===== src/rtl/boot_loader_pkg.sv =====
// Shared types and header-field helpers for the boot image loader.
package boot_loader_pkg;

  typedef enum logic [2:0] {
    ST_HDR  = 3'd0,
    ST_LOAD = 3'd1,
    ST_CSUM = 3'd2,
    ST_RUN  = 3'd3,
    ST_DONE = 3'd4,
    ST_ERR  = 3'd5
  } state_e;

  localparam int unsigned DEF_ADDR_W     = 10;
  localparam int unsigned DEF_DATA_W     = 32;
  localparam int unsigned DEF_NUM_CH     = 2;
  localparam int unsigned DEF_CH_W       = 2;
  localparam int unsigned DEF_MAX_CYCLES = 1024;
  localparam int unsigned DEF_CNT_W      = 16;

  // Header layout, LSB first: base[ADDR_W], count[ADDR_W], ch[CH_W]
  function automatic int unsigned hdr_count_lsb(input int unsigned addr_w);
    return addr_w;
  endfunction

  function automatic int unsigned hdr_ch_lsb(input int unsigned addr_w);
    return 2 * addr_w;
  endfunction

  function automatic int unsigned hdr_width(input int unsigned addr_w, input int unsigned ch_w);
    return 2 * addr_w + ch_w;
  endfunction

endpackage


===== src/rtl/boot_run_timer.sv =====
// Run-phase cycle counter: saturating cycle_count plus MAX_CYCLES expiry flag.
module boot_run_timer #(
  parameter int unsigned MAX_CYCLES = 1024,
  parameter int unsigned CNT_W      = 16
) (
  input  logic             i_clk,
  input  logic             i_rst_n,
  input  logic             i_clr,
  input  logic             i_en,
  output logic [CNT_W-1:0] o_count,
  output logic             o_expire
);

  localparam int unsigned RUN_W = $clog2(MAX_CYCLES + 1);

  if (MAX_CYCLES < 1) begin : g_max_chk
    $error("boot_run_timer: MAX_CYCLES must be >= 1");
  end

  logic [RUN_W-1:0] r_run;
  logic [CNT_W-1:0] r_count;

  // Timeout is tracked separately so a narrow CNT_W cannot hide it
  assign o_expire = i_en && (r_run == RUN_W'(MAX_CYCLES - 1));
  assign o_count  = r_count;

  always_ff @(posedge i_clk or negedge i_rst_n) begin
    if (!i_rst_n) begin
      r_run   <= '0;
      r_count <= '0;
    end else if (i_clr) begin
      r_run   <= '0;
      r_count <= '0;
    end else if (i_en) begin
      if (r_run != RUN_W'(MAX_CYCLES)) r_run <= r_run + 1'b1;
      if (r_count != '1) r_count <= r_count + 1'b1;
    end
  end

endmodule


===== src/rtl/boot_image_loader.sv =====
// Framed-stream boot loader and run supervisor sitting in front of processor_top.
// Optional checksum word after the end header: define BOOT_LOADER_CSUM_EN.
module boot_image_loader
  import boot_loader_pkg::*;
#(
  parameter int unsigned ADDR_W     = DEF_ADDR_W,
  parameter int unsigned DATA_W     = DEF_DATA_W,
  parameter int unsigned NUM_CH     = DEF_NUM_CH,
  parameter int unsigned CH_W       = DEF_CH_W,
  parameter int unsigned MAX_CYCLES = DEF_MAX_CYCLES,
  parameter int unsigned CNT_W      = DEF_CNT_W
) (
  input  logic              clk,
  input  logic              rst,
  input  logic              restart,
  input  logic              s_valid,
  output logic              s_ready,
  input  logic [DATA_W-1:0] s_data,
  output logic [NUM_CH-1:0] mem_we,
  output logic [ADDR_W-1:0] mem_addr,
  output logic [DATA_W-1:0] mem_wdata,
  output logic              cpu_rst,
  input  logic              cpu_done,
  output logic              busy,
  output logic              run_ok,
  output logic              timeout,
  output logic              err,
  output logic [CNT_W-1:0]  cycle_count
);

  localparam int unsigned CNT_LSB = hdr_count_lsb(ADDR_W);
  localparam int unsigned CH_LSB  = hdr_ch_lsb(ADDR_W);

  if (hdr_width(ADDR_W, CH_W) > DATA_W) begin : g_hdr_chk
    $error("boot_image_loader: header fields do not fit in DATA_W");
  end
  if (NUM_CH < 1 || NUM_CH > 4) begin : g_ch_chk
    $error("boot_image_loader: NUM_CH must be 1..4");
  end

`ifdef BOOT_LOADER_CSUM_EN
  localparam state_e END_ST = ST_CSUM;
`else
  localparam state_e END_ST = ST_RUN;
`endif

  state_e            r_state, w_next;
  logic              r_rdy_en, r_busy, r_run_ok, r_timeout;
  logic [ADDR_W-1:0] r_base, r_count, r_idx;
  logic [CH_W-1:0]   r_ch;
  logic [NUM_CH-1:0] r_we, w_ch_sel;
  logic [ADDR_W-1:0] r_addr;
  logic [DATA_W-1:0] r_wdata;
  logic [ADDR_W-1:0] w_hdr_base, w_hdr_count;
  logic [CH_W-1:0]   w_hdr_ch;
  logic              w_hdr_ch_ok, w_accept, w_hs, w_last, w_run, w_expire;
  logic              w_cpu_rst, w_err, w_busy;

  assign w_hdr_base  = s_data[ADDR_W-1:0];
  assign w_hdr_count = s_data[CNT_LSB +: ADDR_W];
  assign w_hdr_ch    = s_data[CH_LSB +: CH_W];
  assign w_hdr_ch_ok = 32'(w_hdr_ch) < NUM_CH;

  // r_rdy_en keeps s_ready low until the first edge after reset release
  assign w_accept = (r_state == ST_HDR && r_rdy_en) || r_state == ST_LOAD || r_state == ST_CSUM;
  assign s_ready  = w_accept && !restart;
  assign w_hs     = s_valid && s_ready;
  assign w_last   = (r_idx == r_count - 1'b1);
  assign w_run    = (r_state == ST_RUN);

  always_comb begin
    w_ch_sel = '0;
    for (int unsigned c = 0; c < NUM_CH; c++) w_ch_sel[c] = (32'(r_ch) == c);
  end

`ifdef BOOT_LOADER_CSUM_EN
  logic [DATA_W-1:0] r_sum;
  logic              w_sum_ok;

  assign w_sum_ok = (s_data == r_sum);

  always_ff @(posedge clk or negedge rst) begin
    if (!rst)                             r_sum <= '0;
    else if (restart)                     r_sum <= '0;
    else if (r_state == ST_LOAD && w_hs)  r_sum <= r_sum + s_data;
  end
`endif

  boot_run_timer #(
    .MAX_CYCLES (MAX_CYCLES),
    .CNT_W      (CNT_W)
  ) u_timer (
    .i_clk    (clk),
    .i_rst_n  (rst),
    .i_clr    (restart),
    .i_en     (w_run),
    .o_count  (cycle_count),
    .o_expire (w_expire)
  );

  always_ff @(posedge clk or negedge rst) begin
    if (!rst) r_state <= ST_HDR;
    else      r_state <= w_next;
  end

  always_comb begin
    w_next    = r_state;
    w_cpu_rst = 1'b1;
    w_err     = 1'b0;
    w_busy    = 1'b0;
    case (r_state)
      ST_HDR: begin
        w_busy = r_busy;
        if (w_hs) begin
          if (!w_hdr_ch_ok)            w_next = ST_ERR;
          else if (w_hdr_count != '0)  w_next = ST_LOAD;
          else                         w_next = END_ST;
        end
      end
      ST_LOAD: begin
        w_busy = 1'b1;
        if (w_hs && w_last) w_next = ST_HDR;
      end
`ifdef BOOT_LOADER_CSUM_EN
      ST_CSUM: begin
        w_busy = 1'b1;
        if (w_hs) w_next = w_sum_ok ? ST_RUN : ST_ERR;
      end
`endif
      ST_RUN: begin
        w_busy    = 1'b1;
        w_cpu_rst = 1'b0;
        if (cpu_done || w_expire) w_next = ST_DONE;
      end
      ST_DONE: w_next = ST_DONE;
      ST_ERR:  w_err  = 1'b1;
      default: w_next = ST_HDR;
    endcase
    if (restart) w_next = ST_HDR;
  end

  always_ff @(posedge clk or negedge rst) begin
    if (!rst) begin
      r_rdy_en  <= 1'b0;
      r_busy    <= 1'b0;
      r_run_ok  <= 1'b0;
      r_timeout <= 1'b0;
      r_base    <= '0;
      r_count   <= '0;
      r_idx     <= '0;
      r_ch      <= '0;
      r_we      <= '0;
      r_addr    <= '0;
      r_wdata   <= '0;
    end else begin
      r_rdy_en <= 1'b1;
      r_we     <= '0;
      if (restart) begin
        r_busy    <= 1'b0;
        r_run_ok  <= 1'b0;
        r_timeout <= 1'b0;
      end else begin
        if (r_state == ST_HDR && w_hs && w_hdr_ch_ok && w_hdr_count != '0) begin
          r_base  <= w_hdr_base;
          r_count <= w_hdr_count;
          r_ch    <= w_hdr_ch;
          r_idx   <= '0;
          r_busy  <= 1'b1;
        end
        if (r_state == ST_LOAD && w_hs) begin
          r_we    <= w_ch_sel;
          r_addr  <= r_base + r_idx;
          r_wdata <= s_data;
          r_idx   <= r_idx + 1'b1;
        end
        // done wins over a coincident timeout
        if (w_run && cpu_done)      r_run_ok  <= 1'b1;
        else if (w_run && w_expire) r_timeout <= 1'b1;
      end
    end
  end

  assign mem_we    = r_we;
  assign mem_addr  = r_addr;
  assign mem_wdata = r_wdata;
  assign cpu_rst   = w_cpu_rst;
  assign busy      = w_busy;
  assign err       = w_err;
  assign run_ok    = r_run_ok;
  assign timeout   = r_timeout;

endmodule


===== config.mk =====
export PLATFORM = sky130hd
export DESIGN_NAME = boot_image_loader
export DESIGN_NICKNAME = d
export VERILOG_FILES = /design/src/rtl/boot_loader_pkg.sv /design/src/rtl/boot_run_timer.sv /design/src/rtl/boot_image_loader.sv
export SDC_FILE = /design/constraint.sdc
export NUM_CORES = 1
export LEC_CHECK = 0
export BUFFER_PORTS_ARGS = -buffer_cell sky130_fd_sc_hd__buf_2
export CAP_MARGIN = 15
export CORE_MARGIN = 2
export CORE_UTILIZATION = 30
export DETAILED_ROUTE_END_ITERATION = 8
export SYNTH_ARGS = -nofsm -noshare
export SYNTH_HDL_FRONTEND = slang
export SYNTH_SLANG_ARGS = --single-unit

===== constraint.sdc =====
create_clock -name clk -period 3.1 [get_ports clk]
set_clock_uncertainty 0.15 [all_clocks]
set_input_delay 0.465 -clock clk [delete_from_list [all_inputs] [get_ports clk]]
set_output_delay 0.465 -clock clk [all_outputs]
set_load 0.005 [all_outputs]

==> impl_metrics.py <==
metrics = {
    "status": {
        "status": "finished clean",
    },
    "layout": {
        "syn_to_final_growth_pct": 19.4,
        "layout-drive-gt1-share_pct": 19.4,
        "nets": 764,
        "diodes": 0,
    },
    "routing": {
        "vias": 4529,
        "routed_wl_mm": 13.2,
        "antenna_left": 0,
        "post_drt_via_cell_ratio": 4.79,
        "dr.pass1.iters": 4,
        "drt_iter0_drc": 358,
        "route.detailed.drc": 0,
        "routedWlPerCell_um": 13.9,
    },
    "global_routing": {
        "grt_pass1_wl_mm": 21.9,
        "antenna_found_initial": 0,
        "grt_max_degree": 67,
        "globalRouteTotalUtil_pct": 13.8,
        "grt_pass1_vias": 4339,
        "grt.overflow.total": 0,
    },
    "critical_path": {
        "startpoint": "r_state[0]",
        "reg2reg_slack_ps": 570,
        "required_ps": 3250,
        "r2r_start": "r_state[0]",
        "critPathKind": "reg -> reg",
        "cp-end-kind": "flip-flop",
        "timing.rr.end": "mem_addr[9]",
        "rr_worst_depth": 5,
        "critPathLaunchType": "flip-flop",
        "arrival_ps": 2680,
        "critPathMaxFanout": 21,
    },
    "synthesis": {
        "synth_simple_gate_area_share_pct": 26.6,
        "synth_top_family_by_area": "simple AND/OR/NAND/NOR gates",
        "synthesis.area_sq_um": 5530,
        "ys.flop_type": "dfrtp_1",
        "synth_top_cell_area_share_pct": 49.8,
        "synth_top_area_cell": "dfrtp_1",
        "synthTopCellsByArea": "dfrtp_1 (50%), nand2_1 (12%), xor2_1 (4.3%)",
        "yosysSeqAreaShare_pct": 49.8,
        "synth-xor-area-share_pct": 7.28,
        "syn_nets": 669,
        "synth_edf_count": 0,
        "avgSynthCellArea_sq_um": 8.97,
        "syn_inst": 617,
        "synth_compound_area_share_pct": 8.91,
        "ys_warn_count": 0,
        "async_reset_ff_share_pct": 100,
        "muxShareOfSynthArea_pct": 0.204,
        "ys_seq_elements": 110,
        "yosys.cell_types.count": 55,
        "synth_fa_ha_area_share_pct": 3.53,
    },
    "worst_hold_path": {
        "hp-start": "s_data[22]",
        "whs_path_depth": 3,
        "whs_endpoint": "mem_wdata[22]",
        "hold_class": "in -> reg",
    },
    "cts": {
        "cts_root_buffer": "clkbuf_16",
        "cts.sinks": 110,
        "clk_latency_ps": 370,
        "clkSlewWorstSetupHoldPaths_ps": 80,
        "cts_tree": "yes",
        "cts_setup_buffers": 0,
        "cts_buffer_depth": 2,
        "cts_made_buffers": 9,
        "cts_resized": 0,
        "hold_buffers": 1,
        "h-tree-depth": 3,
    },
    "timing": {
        "finalSetupTns_ps": 0,
        "finalCriticalPeriod_ps": 2530,
        "slew_headroom_pct": 49.0,
        "fin_crit_sh_pct": 81.5,
        "slew_viol_final": 0,
        "final_hold_viol_count": 0,
        "fin_ws_ps": 573,
        "worstMarginPinSlew_ps": 762,
        "max_freq_mhz": 396,
        "rsz0062_at_grt": "false",
        "setup-violations-final": 0,
    },
    "floorplanning": {
        "fp.dieW_um": 140,
        "rows": 49,
        "start_util_pct": 30.7,
        "core_sq_um": 18000,
        "ioPinCount": 103,
        "die_h_um": 140,
        "dieArea_sq_um": 19500,
    },
    "run": {
        "cap_viol_max_count": 0,
    },
    "placed_design": {
        "hpwl_mm": 9.40,
        "port-buffer-count": 102,
        "place_congestion": 0.832,
        "place_ws_ps": 608,
    },
    "power": {
        "ir_drop_uv": 314,
        "leakage_nw": 3.27,
        "powerDensity_nw_per_um2": 748,
    },
}
-- worst max path at each step --
stage,endpoint,slack [ps],cells after the start
2_1_floorplan,r_state[0],860,7
6_report,mem_addr[9],570,5
3_3_place_gp,mem_addr[9],600,6
5_1_grt,mem_addr[9],410,5
4_1_cts,mem_addr[9],580,5
3_5_place_dp,mem_addr[9],610,6
-- worst max-delay path, stage by stage, from the launching register on --
cell,delay [ps]
dfrtp_1,610
nor3_1,120
nand4b_1,370
or2_2,560
or4_1,560
nand3_1,90
-- report_power, final --
group,internal (W),total (W),switching (W),leakage (nW)
combinational,0.000722,0.00156,0.000838,1.70
sequential,0.00186,0.00222,0.000361,1.43
clock,0.000566,0.00116,0.000595,0.137
-- layout make-up --
type	count	area, sq um
clock buffers	9	225
clock inverters	7	68.8
fillers	1866	11400
inverters	21	78.8
multi-input cells	457	2580
flip-flops and latches	110	2750
well taps	229	287
repair buffers	113	611
-- layer usage --
layer / part of all wire (%) / global-route usage [%] / vias to the layer above
li1: - / - / 2257
met1: 47 / 18.7 / 2178
met2: 47 / 22.1 / 84
met3: 4.2 / 2.99 / 10
met4: 1.4 / 4.53 / 0
met5: 0 / 0 / -
-- state kept, by name (all words and copies together) (netlist names), 2 cells and up --
signal,flops
mem_wdata,32
u_timer.o_count,16
u_timer.r_run,11
mem_addr,10
r_base,10
r_count,10
r_idx,10
r_state,3
mem_we,2
r_ch,2
-- cells in the mapped netlist, types with 2 or more instances --
master / count
nand2_1: 178
dfrtp_1: 110
nor2_1: 47
xor2_1: 27
o21ai_0: 23
nand3_1: 22
inv_1: 21
clkbuf_1: 19
xnor2_1: 19
ha_1: 14
a21oi_1: 13
nor3_1: 12
nand4_1: 10
buf_2: 9
and3_1: 8
nand2b_1: 6
nor4_1: 6
a31oi_1: 4
and2_1: 4
nand3b_1: 4
nor4b_1: 4
o21a_1: 4
o31ai_1: 4
a211o_1: 3
a211oi_1: 3
nor3b_1: 3
o211ai_1: 3
or3_1: 3
a2111oi_2: 2
nand4b_1: 2
nor2b_1: 2
o21bai_1: 2
o22ai_1: 2
o32ai_1: 2
or4_1: 2
-- kinds of logic (layout without fill, tap and decap cells) --
family,after synthesis,in the layout
buffers and inverters,50,150
adder cells (fa/ha/maj),15,15
multiplexers,1,1
AND/OR/NAND/NOR,321,321
AO/OA/AOI/OAI,73,73
flip-flops,110,110
other,1,1
XOR/XNOR,46,46
-- metrics by stage --
stage / hold slack (ps) / power, W / utilization [%] / cells / area [sq um]
after detailed placement: 293 / 0.00384 / 35.0 / 929 / 6300
after global placement: 299 / 0.00381 / 35.0 / 929 / 6300
after floorplan: 19.4 / 0.00321 / - / 617 / 5530
final: 137 / 0.00494 / 36.7 / 946 / 6610
after global routing: 138 / 0.00533 / 36.7 / 946 / 6610
after CTS: 122 / 0.00503 / 36.7 / 946 / 6610
-- cells in the final DEF (no fill, tap or decap), drive strengths merged, types with 4 or more instances in the layout --
| master | n |
|---|---|
| nor4 | 7 |
| and3 | 8 |
| nand2 | 178 |
| a21oi | 13 |
| a31oi | 4 |
| nand3 | 22 |
| o21a | 4 |
| xnor2 | 19 |
| nor4b | 5 |
| xor2 | 27 |
| o31ai | 4 |
| inv | 24 |
| dfrtp | 110 |
| nand2b | 6 |
| buf | 112 |
| nand3b | 5 |
| clkbuf | 9 |
| nor3 | 12 |
| ha | 14 |
| o21ai | 23 |
| and2 | 4 |
| nand4 | 10 |
| nor2 | 47 |
(Power assumes the default switching activity.)
